$ cat src/rtl/writeback_arbiter.sv
// writeback_arbiter
//   Shares the single register-file write port between the ALU and the load
//   unit. A transfer happens when a requester's valid and ready are both high.
//   Ties are broken round-robin. The accepted write shows up on the register
//   file port one cycle later. Writes to x0 are accepted but never enabled.
//   A saturating counter records the cycles in which a valid request was
//   denied; flush cycles are not counted.
//
// Ports
//   clk                  clock, all state updates on posedge
//   rst                  asynchronous active-low reset
//   flush                synchronous flush: blocks both requesters
//   alu_wb_valid/rd/data ALU write-back request
//   alu_wb_ready         ALU request accepted this cycle (combinational)
//   mem_wb_valid/rd/data load-unit write-back request
//   mem_wb_ready         load-unit request accepted this cycle (combinational)
//   register_write_en    registered register-file write enable
//   rd_address           registered register-file write address
//   register_write_data  registered register-file write data
//   conflict_count       saturating count of cycles with a denied request
module writeback_arbiter (
    input  logic        clk,
    input  logic        rst,
    input  logic        flush,
    input  logic        alu_wb_valid,
    input  logic [4:0]  alu_wb_rd,
    input  logic [31:0] alu_wb_data,
    output logic        alu_wb_ready,
    input  logic        mem_wb_valid,
    input  logic [4:0]  mem_wb_rd,
    input  logic [31:0] mem_wb_data,
    output logic        mem_wb_ready,
    output logic        register_write_en,
    output logic [4:0]  rd_address,
    output logic [31:0] register_write_data,
    output logic [7:0]  conflict_count
);

    typedef enum logic {
        GRANT_ALU = 1'b0,
        GRANT_MEM = 1'b1
    } grant_e;

    grant_e      last_grant_q, last_grant_d;
    logic        alu_ready, mem_ready;
    logic        denied;

    logic        wen_q, wen_d;
    logic [4:0]  rd_q, rd_d;
    logic [31:0] data_q, data_d;
    logic [7:0]  cnt_q, cnt_d;

    // Grant state register. Reset to the load unit so the ALU wins the
    // first tie.
    always_ff @(posedge clk or negedge rst) begin
        if (!rst) begin
            last_grant_q <= GRANT_MEM;
        end else begin
            last_grant_q <= last_grant_d;
        end
    end

    // Grant next state: follows every transfer, including ones to x0.
    always_comb begin
        last_grant_d = last_grant_q;
        if (alu_ready) begin
            last_grant_d = GRANT_ALU;
        end else if (mem_ready) begin
            last_grant_d = GRANT_MEM;
        end
    end

    // Grant outputs. Reset is folded in here so neither requester can see
    // ready while the block is held in reset.
    always_comb begin
        alu_ready = 1'b0;
        mem_ready = 1'b0;
        if (rst && !flush) begin
            if (alu_wb_valid && (!mem_wb_valid || last_grant_q == GRANT_MEM)) begin
                alu_ready = 1'b1;
            end else if (mem_wb_valid) begin
                mem_ready = 1'b1;
            end
        end
    end

    assign alu_wb_ready = alu_ready;
    assign mem_wb_ready = mem_ready;

    // Both requesters denied in one cycle still counts once.
    assign denied = !flush && ((alu_wb_valid && !alu_ready) ||
                               (mem_wb_valid && !mem_ready));

    // Write port: address and data only move on a real write, so a dropped
    // x0 transfer or an idle cycle leaves them holding their last value.
    always_comb begin
        wen_d  = 1'b0;
        rd_d   = rd_q;
        data_d = data_q;
        if (alu_ready && alu_wb_rd != 5'd0) begin
            wen_d  = 1'b1;
            rd_d   = alu_wb_rd;
            data_d = alu_wb_data;
        end else if (mem_ready && mem_wb_rd != 5'd0) begin
            wen_d  = 1'b1;
            rd_d   = mem_wb_rd;
            data_d = mem_wb_data;
        end
    end

    always_comb begin
        cnt_d = cnt_q;
        if (denied && cnt_q != 8'hFF) begin
            cnt_d = cnt_q + 8'd1;
        end
    end

    always_ff @(posedge clk or negedge rst) begin
        if (!rst) begin
            wen_q  <= 1'b0;
            rd_q   <= '0;
            data_q <= '0;
            cnt_q  <= '0;
        end else begin
            wen_q  <= wen_d;
            rd_q   <= rd_d;
            data_q <= data_d;
            cnt_q  <= cnt_d;
        end
    end

    assign register_write_en   = wen_q;
    assign rd_address          = rd_q;
    assign register_write_data = data_q;
    assign conflict_count      = cnt_q;

endmodule

$ cat config.mk
export PLATFORM = sky130hd
export DESIGN_NAME = writeback_arbiter
export DESIGN_NICKNAME = d
export VERILOG_FILES = /design/src/rtl/writeback_arbiter.sv
export SDC_FILE = /design/constraint.sdc
export NUM_CORES = 1
export LEC_CHECK = 0
export BUFFER_PORTS_ARGS = -buffer_cell sky130_fd_sc_hd__buf_2
export CAP_MARGIN = 25
export CORE_MARGIN = 8
export CORE_UTILIZATION = 39
export DETAILED_ROUTE_END_ITERATION = 12
export PLACE_DENSITY = 0.86
export RECOVER_POWER = 50
export SETUP_SLACK_MARGIN = 0.1
export SYNTH_ARGS = -nofsm -noshare
export SYNTH_HDL_FRONTEND = slang
export SYNTH_SLANG_ARGS = --single-unit
$ cat constraint.sdc
create_clock -name clk -period 1.5 [get_ports clk]
set_input_delay 0.45 -clock clk [delete_from_list [all_inputs] [get_ports clk]]
set_output_delay 0.45 -clock clk [all_outputs]
set_load 0.01 [all_outputs]
==> flow_metrics.tcl <==
set metrics [dict create \
    synth_edf_count 0 \
    antenna_found_initial 0 \
    ys.flop_type "dfrtp_1" \
    avgViaCountPerCell 5.18 \
    r2r_start "last_grant_q" \
    fin_skew_ps 6.65 \
    die-height_um 91.3 \
    grt_pass1_vias 2631 \
    io_pins 127 \
    gp_congestion 0.835 \
    wire_per_inst_um 16.9 \
    period_needed_ps 1670 \
    placed_area_sq_mm 0.00307 \
    rows 27 \
    yosys-top-cells-count "nand2_1 (71), dfrtp_1 (46), nor2_1 (38)" \
    numClockSinks 47 \
    layout-area-overhead-vs-synth_pct 59.5 \
    portBuffers 126 \
    cts_root_buffer "clkbuf_8" \
    slew-limit-headroom_pct 72.9 \
    cts_made_buffers 5 \
    synthesis.instances 251 \
    die_w_um 91.3 \
    ys_warn_count 0 \
    r2r_cells 7 \
    multi_input_area_sq_mm 0.00112 \
    nets 481 \
    netlist_area_sq_mm 0.00221 \
    initial_core_util_pct 40.4 \
    core_area_sq_mm 0.00547 \
    rsz0062_at_grt "true" \
    violations "setup timing" \
    ant_nets 0 \
    worst-r2r-setup-slack_ps -70 \
    synth_top_area_share_pct 52.1 \
    fmax_mhz 599 \
    drt_iter0_markers 99 \
    synth.distinct_cells 34 \
    drcViolationCount 0 \
    finalCritPeriodShare_pct 111 \
    fin_cells 474 \
    grt_pass1_wl_um 12500 \
    p_per_area_mw_per_mm2 1270 \
    cts_tree "done" \
    endpoint_kind "register" \
    synthXorXnorAreaFrac_pct 1.98 \
    synth_top_cell_by_area "dfrtp_1" \
    outcome "finished, violations left" \
    async_reset_ff_share_pct 100 \
    crit_type "in -> reg" \
    drt_pass1_iterations 4 \
    critPathMaxFanout 12 \
    regToRegEndpoint "register_write_data[5]" \
    startpoint "mem_wb_rd[1]" \
    n_antenna_cell 0 \
    grt_max_degree 27 \
    setup_viol 39 \
    via_count 2456 \
    tns_ps -4440 \
    dpl.hpwl_um 5540 \
    start_kind "input pin" \
    hp-class "in -> async" \
    synth_most_common_cell "nand2_1" \
    drv_cap 0 \
    clkTransAtPathRegs_ps 90 \
    worst_ir_drop_vdd_mv 0.624 \
    insertion_delay_ps 300 \
    crit_required_ps 1700 \
    track_usage_pct 18.1 \
    regArea_sq_mm 0.00118 \
    ys_seq_area_share_pct 53.3 \
    design_area_sq_mm 0.00352 \
    ctsLongestPathBuffers 2 \
    cp.arrival_ps 1870 \
    synth_top_family_by_area "simple AND/OR/NAND/NOR gates" \
    synth_compound_area_share_pct 15.7 \
    drt_wl_total_um 8030 \
    worst_slew_pin_slew_ps 406 \
    placed_cells 452 \
    h-tree-depth 2 \
    ys_ff_latch 47 \
    synth_simple_gate_area_share_pct 24.0 \
    dp_slack_ps -526 \
    gr-total-overflow 0 \
    syn_avg_cell_area_sq_um 8.80 \
    fp.dieArea_sq_mm 0.00833 \
    drive_gt1_share_pct 51.2 \
    synth_nets 331 \
    synthMuxAreaShare_pct 0.510 \
    fin_ws_ps -169 \
    cts_hold_buf 0 \
    hold_violations 0 \
    fillers 480 \
    yosys-top-cells-area "dfrtp_1 (52%), nand2_1 (12%), a31oi_1 (8.8%)" \
    synth_adder_area_share_pct 0.567 \
    timing.final.max_slew_violations 0 \
    power_leakage_nw 1.75 \
]
-- power by group --
group	total, mW	switching (mW)	internal (mW)
logic	1.69	0.829	0.865
registers	1.97	0.325	1.64
clock network	0.796	0.423	0.373
total	4.46	1.58	2.88
-- per-layer routing --
layer	up-vias	global-route usage [%]	routed length (um)
met1	1195	19.5	3150
met2	96	33.3	4260
li1	1161	-	-
met5	-	0	0
met4	0	3.00	28
met3	4	6.75	597
-- worst max-delay path by stage --
stage                               to  slack [ps]  cells after the start
3_3_place_gp   register_write_data[19]        -390                      6
4_1_cts         register_write_data[5]        -130                      6
5_1_grt        register_write_data[13]        -180                      7
3_5_place_dp   register_write_data[30]        -530                      6
2_1_floorplan  register_write_data[10]        -180                      6
6_report        register_write_data[5]        -170                      7
-- cell type report --
cell class	instances	area share, %
clock buffer	7	2.45
tap	72	2.56
sequential	47	33.6
inverter	1	0.107
multi-input combinational	187	31.9
clock inverter	1	0.142
timing repair buffer	159	29.2
-- layout by cell type (no fill, tap or decap), drive strengths merged, types with 4 or more instances in the layout --
cell type and n:
nor2 38, dfrtp 46, a21oi 4, a31oi 31, clkbuf 11, xor2 5, nand2 71, a22oi 4
buf 155, nand3 5
-- kinds of logic (layout without fill, tap and decap cells) --
| kind of cell | after synthesis | count (layout) |
|---|---|---|
| AND/OR/NAND/NOR | 128 | 128 |
| AO/OA/AOI/OAI | 52 | 52 |
| flip-flops | 47 | 47 |
| buffers and inverters | 17 | 168 |
| XOR/XNOR | 5 | 5 |
| adder cells (fa/ha/maj) | 1 | 1 |
| multiplexers | 1 | 1 |
-- critical path, cell delays in order --
cell and delay [ps]:
buf_6 90, or4_4 570, o211ai_4 220, buf_12 150
buf_12 130, nand2_1 60, a31oi_1 190
-- state kept, by name, indices dropped and copies added (netlist names) --
signal and count:
register_write_data 32, conflict_count 8, rd_address 5, last_grant_q 1, register_write_en 1
-- timing repair --
action	4_1_cts	5_1_grt
endpoints found under the setup margin	45	54
gates cloned	2	2
pin swaps	14	32
buffers inserted	7	3
resized for setup	21	35
-- stage by stage --
| step | util [%] | hold slack, ps | total power [mW] |
|---|---|---|---|
| detailed placement | 56.0 | 511 | 3.32 |
| global placement | 56.0 | 492 | 3.24 |
| floorplan | - | 154 | 2.57 |
| global route | 64.4 | 224 | 4.73 |
| finish | 64.4 | 210 | 4.46 |
| CTS | 60.7 | 208 | 4.28 |
No activity file was read; power rests on OpenSTA's default activity.
